<file path="src/rtl/register_file_reader_if.sv">
// Valid/ready word stream carrying the swept register file contents.
// The master drives data/valid/last; the slave answers with ready.
interface register_file_reader_if #(
  parameter int DATA_WIDTH = 32
);
  logic [DATA_WIDTH-1:0] data;
  logic                  valid;
  logic                  ready;
  logic                  last;

  modport master (
    output data,
    output valid,
    output last,
    input  ready
  );

  modport slave (
    input  data,
    input  valid,
    input  last,
    output ready
  );
endinterface

</file>
<file path="src/rtl/register_file_reader.sv">
// Sweeps a contiguous register file range out over a valid/ready stream.
// Define CLEAR_ON_READ_EN to zero each word right after it is read.
module register_file_reader #(
  parameter int DATA_WIDTH = 32,
  parameter int ADDR_WIDTH = 8
) (
  input  logic                  clk,
  input  logic                  reset,
  input  logic                  start,
  input  logic [ADDR_WIDTH-1:0] start_addr,
  input  logic [ADDR_WIDTH:0]   length,
  output logic                  busy,
  output logic                  done,
  output logic [ADDR_WIDTH-1:0] ram_addr,
  output logic                  ram_we,
  output logic [DATA_WIDTH-1:0] ram_wdata,
  input  logic [DATA_WIDTH-1:0] ram_q,
  register_file_reader_if.master m
);

  localparam logic [ADDR_WIDTH:0] DEPTH =
    {1'b1, {ADDR_WIDTH{1'b0}}};
  localparam logic [ADDR_WIDTH:0] ONE =
    {{ADDR_WIDTH{1'b0}}, 1'b1};

`ifdef CLEAR_ON_READ_EN
  typedef enum logic [2:0] {
    IDLE,
    READ,
    CLEAR,
    DRAIN,
    FINISH
  } state_t;
`else
  typedef enum logic [2:0] {
    IDLE,
    READ,
    DRAIN,
    FINISH
  } state_t;
`endif

  state_t                state;
  logic [ADDR_WIDTH-1:0] addr;
  logic [ADDR_WIDTH:0]   remaining;
  logic [ADDR_WIDTH:0]   clamped;
  logic                  inflight;
  logic                  inflight_last;

  logic [1:0]            count;
  logic [DATA_WIDTH-1:0] head;
  logic                  head_last;
  logic [DATA_WIDTH-1:0] tail;
  logic                  tail_last;

  logic                  pop;
  logic                  push;
  logic                  issue;
  logic [1:0]            pending;

  assign pop  = m.valid && m.ready;
  assign push = inflight;

  // words that will occupy the buffer after this edge, before any new issue
  always_comb begin
    pending = count + {1'b0, inflight} - {1'b0, pop};
  end

  // a new read may only go out if its word is guaranteed a buffer slot
  always_comb begin
    issue = (state == READ) && (pending < 2'd2);
  end

  // requests longer than the RAM wrap onto themselves, so clamp them
  always_comb begin
    clamped = (length > DEPTH) ? DEPTH : length;
  end

  assign ram_addr  = addr;
  assign ram_wdata = '0;
`ifdef CLEAR_ON_READ_EN
  assign ram_we    = (state == CLEAR);
`else
  assign ram_we    = 1'b0;
`endif

  assign m.data  = head;
  assign m.valid = (count != 2'd0);
  assign m.last  = m.valid && head_last;

  // sweep sequencer: address, remaining count, in-flight tag, status
  always_ff @(posedge clk or negedge reset) begin
    if (!reset) begin
      state         <= IDLE;
      addr          <= '0;
      remaining     <= '0;
      inflight      <= 1'b0;
      inflight_last <= 1'b0;
      busy          <= 1'b0;
      done          <= 1'b0;
    end else begin
      inflight      <= issue;
      inflight_last <= issue && (remaining == ONE);
      done          <= 1'b0;
      unique case (state)
        IDLE: begin
          if (start) begin
            addr      <= start_addr;
            remaining <= clamped;
            busy      <= 1'b1;
            // empty sweeps skip READ and finish via DRAIN
            state     <= (clamped == '0) ? DRAIN : READ;
          end
        end
        READ: begin
          if (issue) begin
            remaining <= remaining - ONE;
`ifdef CLEAR_ON_READ_EN
            state     <= CLEAR;
`else
            addr      <= addr + 1'b1;
            if (remaining == ONE) begin
              state <= DRAIN;
            end
`endif
          end
        end
`ifdef CLEAR_ON_READ_EN
        CLEAR: begin
          addr  <= addr + 1'b1;
          state <= (remaining == '0) ? DRAIN : READ;
        end
`endif
        DRAIN: begin
          if (pending == 2'd0) begin
            state <= FINISH;
            busy  <= 1'b0;
            done  <= 1'b1;
          end
        end
        FINISH: begin
          state <= IDLE;
        end
        default: begin
          state <= IDLE;
        end
      endcase
    end
  end

  // two-entry output buffer; head is presented on the stream
  always_ff @(posedge clk or negedge reset) begin
    if (!reset) begin
      count     <= 2'd0;
      head      <= '0;
      head_last <= 1'b0;
      tail      <= '0;
      tail_last <= 1'b0;
    end else begin
      unique case ({push, pop})
        2'b10: begin
          if (count == 2'd0) begin
            head      <= ram_q;
            head_last <= inflight_last;
          end else begin
            tail      <= ram_q;
            tail_last <= inflight_last;
          end
          count <= count + 2'd1;
        end
        2'b01: begin
          head      <= tail;
          head_last <= tail_last;
          count     <= count - 2'd1;
        end
        2'b11: begin
          if (count == 2'd1) begin
            head      <= ram_q;
            head_last <= inflight_last;
          end else begin
            head      <= tail;
            head_last <= tail_last;
            tail      <= ram_q;
            tail_last <= inflight_last;
          end
        end
        default: begin
          count <= count;
        end
      endcase
    end
  end

endmodule

</file>
<file path="src/flat_wrapper.sv">
// flat-port wrapper written by rule: the top's interface ports become plain ports
module register_file_reader_flat 
#(
  parameter int DATA_WIDTH = 32,
  parameter int ADDR_WIDTH = 8
)
  (clk, reset, start, start_addr, length, busy, done, ram_addr, ram_we, ram_wdata, ram_q, m_data, m_valid, m_last, m_ready);
  register_file_reader_if #(.DATA_WIDTH(DATA_WIDTH)) m_i ();
  input  logic clk;
  input  logic reset;
  input  logic start;
  input  logic [ADDR_WIDTH-1:0] start_addr;
  input  logic [ADDR_WIDTH:0] length;
  output logic busy;
  output logic done;
  output logic [ADDR_WIDTH-1:0] ram_addr;
  output logic ram_we;
  output logic [DATA_WIDTH-1:0] ram_wdata;
  input  logic [DATA_WIDTH-1:0] ram_q;
  output wire logic [$bits(m_i.data)-1:0] m_data;
  output wire logic [$bits(m_i.valid)-1:0] m_valid;
  output wire logic [$bits(m_i.last)-1:0] m_last;
  input wire logic [$bits(m_i.ready)-1:0] m_ready;
  assign m_data = m_i.data;
  assign m_valid = m_i.valid;
  assign m_last = m_i.last;
  assign m_i.ready = m_ready;
  register_file_reader #(.DATA_WIDTH(DATA_WIDTH), .ADDR_WIDTH(ADDR_WIDTH)) u_core (.clk(clk), .reset(reset), .start(start), .start_addr(start_addr), .length(length), .busy(busy), .done(done), .ram_addr(ram_addr), .ram_we(ram_we), .ram_wdata(ram_wdata), .ram_q(ram_q), .m(m_i));
endmodule
</file>
<file path="config.mk">
export PLATFORM = sky130hd
export DESIGN_NAME = register_file_reader_flat
export DESIGN_NICKNAME = d
export VERILOG_FILES = /design/src/rtl/register_file_reader_if.sv /design/src/rtl/register_file_reader.sv /design/src/flat_wrapper.sv
export SDC_FILE = /design/constraint.sdc
export NUM_CORES = 1
export LEC_CHECK = 0
export CORE_MARGIN = 10
export CORE_UTILIZATION = 43
export CTS_CLUSTER_SIZE = 16
export DETAILED_ROUTE_END_ITERATION = 6
export PLACE_DENSITY_LB_ADDON = 0.08
export SYNTH_ARGS = -nofsm -noshare
export SYNTH_HDL_FRONTEND = slang
export SYNTH_SLANG_ARGS = --single-unit
</file>
<file path="constraint.sdc">
create_clock -name clk -period 2.7 [get_ports clk]
set_input_delay 0.675 -clock clk [delete_from_list [all_inputs] [get_ports clk]]
set_output_delay 0.675 -clock clk [all_outputs]
set_load 0.1 [all_outputs]
</file>
==> metrics.txt, run 1 <==
worst min-delay path class in2async; RSZ-0062 raised after global routing false; die area 15,000 um2; vias after detailed routing 3,472; fin worst setup slack 86.0 ps; initial core utilization 43.9%; cell taking the most area after synthesis dfrtp_1; Setup-failing EPs final 0; CP cell instances clkdlybuf4s50_1 > nor2b_4 > ha_4 > inv_1 > ha_1 > xor3_2 > or3_4 > buf_4 > o311ai_1; mux cell area share after synthesis 9.19%; number of synthesized flops with an enable pin 0; actual slew at the worst max-slew pin 506 ps; post-synthesis cell count 435; clock-pin slew on the worst setup and hold paths 100 ps; top-count cell post-synth dfrtp_1; wire per inst 15.5 um; Worst slew margin 66.0%; clk buf depth 2; crit share post-route 96.8%; Synth Area in Adders 3.61%; Syn. warnings 0; first-pass GRT wire length 17,300 um; Pre-antenna DRT Iters 4; post-layout min period 2610 ps; largest net degree at the start of global routing 92; Critical Path Max Stage Delay 450 ps; initial antenna violation count 0; filler instances 951; Syn Area/Cell 10.4 um2; Setup CP Type in2reg; cell with the largest stage delay on the worst path clkdlybuf4s50_1; sequential area share after synthesis 50.5%; setup slack at placement -421 ps; core area 10,300 um2; Synth Area in Simple Gates 10.5%; pins over their slew limit 0; Seq. cell area 2280 um2; startpoint types input pin; Detailed Route WL 10,600 um; crit path DAT 2850 ps; H-tree Lvls 3; grt ovf 0; total track usage 13.9%; CTS root buffer clkbuf_8; Avg Vias per Cell 5.07; area grow syn2layout 30.0%; Remaining DRCs 0; Compound-Gate Fraction of Synth Area 16.5%; IO Port Bufs 96; Synth area leaders dfrtp_1 51%, mux2_2 8.7%, a22oi_1 5.5%; DP Wirelength 7690 um; CTS tree yes; site row count 37; Worst-Skew Late Latency 350 ps; layout cells sized above 1 24.2%; Synth cell types 42; Fin. Hold Viols 0; # clock sinks 91; drt initial violations 163; max-cap violation count 0; ys async rst share 100%; crit-path max FO 6; main combinational cell family by area after synthesis compound AO/OA/AOI/OAI gates; post-synthesis cell area 4510 um2; FMAX 383 MHz; CTS Buf Count 9; final net count 610; final hold slack 340 ps; vias in the first global route 3,507; post-synthesis xor/xnor area fraction 0.944%; post-route ant nets 0; Required @ worst endpoint 2940 ps; Most used DFF post-synth dfrtp_1; outcome completed; share of the synthesized area in the top cell type 50.5%; Die Wd 122 um; GP Congestion 0.798; Setup Skew 15.8 ps; Post-synth top cells 91 x dfrtp_1, 52 x nand2_1, 44 x o21ai_0; Top-Level Pins 130; chip height 122 um; Worst setup EP type flop; FF+latch count, synth 91; Inserted Diodes 0; area taken by multi-input logic gates 2040 um2
-- layer usage --
| metal | vias up | part of all wire, % | track usage [%] |
|---|---|---|---|
| met1 | 1660 | 44 | 17.8 |
| li1 | 1700 | - | - |
| met5 | - | 0 | 0 |
| met3 | 11 | 7.3 | 3.72 |
| met4 | 0 | 1.1 | 4.49 |
| met2 | 101 | 48 | 22.4 |
-- final timing paths --
path	start	endpoint	slack, ps	depth (start not counted)
setup reg to reg	u_core.count[1]	u_core.remaining[7]	180	10
min in group clk	u_core.m.data[14]	u_core.m.data[14]	490	2
max in group asynchronous	reset	u_core.tail[28]	1960	2
hold reg to reg	u_core.m.data[14]	u_core.m.data[14]	490	2
hold / removal	reset	u_core.m.data[5]	340	2
setup / recovery	m_ready	u_core.remaining[7]	90	9
-- cell usage in the layout (no fill, tap or decap), types with 7 or more instances in the layout --
master,netlist,layout
a21oi_1,14,12
o21ai_0,44,43
a22oi_1,33,33
nor3_1,8,8
buf_12,0,7
clkdlybuf4s50_1,0,51
ha_1,13,12
buf_4,33,61
nor2_1,11,11
mux2_2,35,35
inv_1,16,16
conb_1,1,33
dfrtp_1,91,91
nand2_1,52,52
clkbuf_8,0,9
-- through the flow --
step / cells / area [um2] / utilization (%) / setup TNS, ps
final: 685 / 5860 / 57.0 / 0
after global routing: 685 / 5860 / 57.0 / 0
after CTS: 684 / 5810 / 56.6 / 0
after detailed placement: 668 / 5610 / 54.6 / -7960
after global placement: 668 / 5610 / 54.6 / -7040
after floorplan: 467 / 4630 / - / 0
-- worst max-delay path: cells and delay by family --
| kind | cells | cell delay [ps] |
|---|---|---|
| simple gates | 2 | 610 |
| compound gates | 1 | 230 |
| xor+xnor | 1 | 320 |
| fa+ha+maj | 2 | 350 |
| buf+inv | 3 | 670 |
-- cells by family after synthesis --
family,after synthesis
buf+inv,70
compound gates,118
mux,37
simple gates,102
xor+xnor,3
flops,91
fa+ha+maj,13
other cells,1
-- flip-flops by register name, summed over array words and instances, names as in the netlist --
| name | cells |
|---|---|
| u_core.busy | 1 |
| u_core.count | 2 |
| u_core.done | 1 |
| u_core.head_last | 1 |
| u_core.inflight | 1 |
| u_core.inflight_last | 1 |
| u_core.m.data | 32 |
| u_core.ram_addr | 8 |
| u_core.remaining | 9 |
| u_core.state | 2 |
| u_core.tail | 32 |
| u_core.tail_last | 1 |
-- final cells by class --
type,instances,area share (%)
Clock buffer,9,2.11
Multi-Input combinational cell,306,34.8
Tap cell,136,2.90
Inverter,16,1.02
Clock inverter,7,1.22
Sequential cell,91,38.8
Timing Repair Buffer,120,19.1
-- what timing repair did --
action,in CTS,in global routing
resized for setup,1,8
setup buffers,0,1
pin swaps,0,2
endpoints found under the setup margin,5,18
hold buffers,0,0
Power of run 1 is not shown: default switching activity piles up to over one toggle a cycle in this logic, so the estimate is an artifact.
==> run 2: changes to the inputs <==
SLEW_MARGIN = 20   (was default)
==> results of run 2 <==
No change in the layout: final DEF, timing and power equal those of run 1.
Power of run 2 is left out for the same reason.
==> run 3: changes to the inputs <==
CORE_UTILIZATION = 48   (was 43)
clock period = 2.47 ns   (was 2.7 ns; I/O delays follow)
==> metrics.txt, run 3 (same netlist as run 1, synthesis figures left out) <==
Setup-failing EPs final 0 (unchanged); CTS tree yes; Avg Vias per Cell 5.23 (+3.1%); pins over their slew limit 0 (unchanged); FMAX 427 MHz; GP Congestion 0.815 (+2.1%); clk buf depth 2 (unchanged); setup_tns 0 ps (unchanged); crit share post-route 94.8%; final core utilization 64.2% (+7.2 points); CTS Buf Count 9 (unchanged); total track usage 15.4% (+1.5 points); gr busiest metal met2; chip height 117 um (-4.5%); clock-pin slew on the worst setup and hold paths 100 ps (about the same); area grow syn2layout 31.0%; initial core utilization 49.0% (+5.2 points); Fin. Hold Viols 0 (unchanged); crit path DAT 2600 ps (-250 ps); met1 Resource Use GR 20.3% (+2.4 points); drt initial violations 222 (+36%); startpoint types flop; Setup CP Type reg2reg; Pre-antenna DRT Iters 5 (+1); Remaining DRCs 0 (unchanged); most frequent cells in the layout 91 x dfrtp_1, 68 x buf_4, 52 x nand2_1; max-cap violation count 0 (unchanged); Top-Level Pins 130 (unchanged); Detailed Route WL 10,600 um (-0.21%); met3 Use GR 4.23% (+0.51 points); H-tree Lvls 3 (unchanged); Worst slew margin 58.5% (-7.5 points); met2 Use GR 24.4% (+2.0 points); IO Port Bufs 96 (unchanged); filler instances 772 (-19%); initial antenna violation count 0 (unchanged); wire per inst 15.9 um (+2.6%); largest net degree at the start of global routing 67 (-27%); Seq. cell area 2280 um2 (unchanged); worst min-delay path class in2async; post-layout min period 2340 ps; area taken by multi-input logic gates 2070 um2 (+1.7%); Required @ worst endpoint 2730 ps (-210 ps); DP Wirelength 7960 um (+3.4%); most common cell after layout, fill and taps aside dfrtp_1; # clock sinks 91 (unchanged); layout cells sized above 1 25.9% (+1.7 points); Inserted Diodes 0 (unchanged); vias in the first global route 3,438 (-2.0%); post-route ant nets 0 (unchanged); first-pass GRT wire length 16,900 um (-2.2%); RSZ-0062 raised after global routing false; core area 9200 um2 (-11%); site row count 35 (-5.4%); grt ovf 0 (unchanged); final net count 616 (+0.98%); CTS root buffer clkbuf_8; Worst setup EP type flop; Setup Skew 10.8 ps (-4.97 ps); crit-path max FO 6 (unchanged); Die Wd 117 um (-4.5%); die area 13,700 um2 (-8.8%); CTS Hold Bufs 0 (unchanged); Worst-Skew Late Latency 360 ps (about the same); vias after detailed routing 3,482 (+0.29%); outcome completed; actual slew at the worst max-slew pin 621 ps (+115 ps)
run 3: path summary, 6_finish.rpt:
path | end | cells after the start | slack [ps] | from
max in group asynchronous | u_core.remaining[0] | 2 | 1600 | reset
worst max-delay path | u_core.remaining[5] | 10 | 130 | u_core.count[1]
worst max register to register | u_core.remaining[5] | 10 | 130 | u_core.count[1]
worst min register to register | u_core.m.data[6] | 2 | 490 | u_core.m.data[6]
worst min-delay path | u_core.tail[20] | 1 | 230 | reset
min in group clk | u_core.m.data[6] | 2 | 490 | u_core.m.data[6]
run 3: worst max-delay path, cell delays in order, from the launching register on:
cell and delay (ps):
dfrtp_1 370, inv_2 60, ha_4 160, nor2b_4 130, ha_4 210, inv_2 60, ha_4 110, xor3_2 310
or3_4 460, buf_6 140, o311ai_2 230
run 3: final cells by class:
| class | instances | share of cell area [%] |
|---|---|---|
| clock buffers | 9 | 2.10 |
| flip-flops and latches | 91 | 38.6 |
| clock inverters | 7 | 1.40 |
| repair buffers | 126 | 19.5 |
| well taps | 111 | 2.35 |
| inverters | 16 | 1.02 |
| multi-input cells | 306 | 35.1 |
run 3: metal layers:
metal  wire length (um)  vias up
li1                   -     1711
met1               4600     1655
met2               5080      107
met3                832        9
met4                 94        0
met5                  0        -
run 3: what timing repair did:
item	CTS	global route
hold endpoints to repair	0	0
resized for setup	13	1
endpoints found under the setup margin	14	14
pin swaps	12	5
buffers inserted	2	2
run 3: per-stage QoR:
step / hold slack, ps / setup WS, ps / cells / cell area [um2]
after floorplan: 322 / -39.0 / 467 / 4650
after global placement: 459 / -496 / 647 / 5630
after detailed placement: 472 / -507 / 647 / 5630
after CTS: 229 / 2.26 / 665 / 5900
after global routing: 248 / 7.14 / 666 / 5910
final: 231 / 129 / 666 / 5910
Power of run 3 is left out for the same reason.
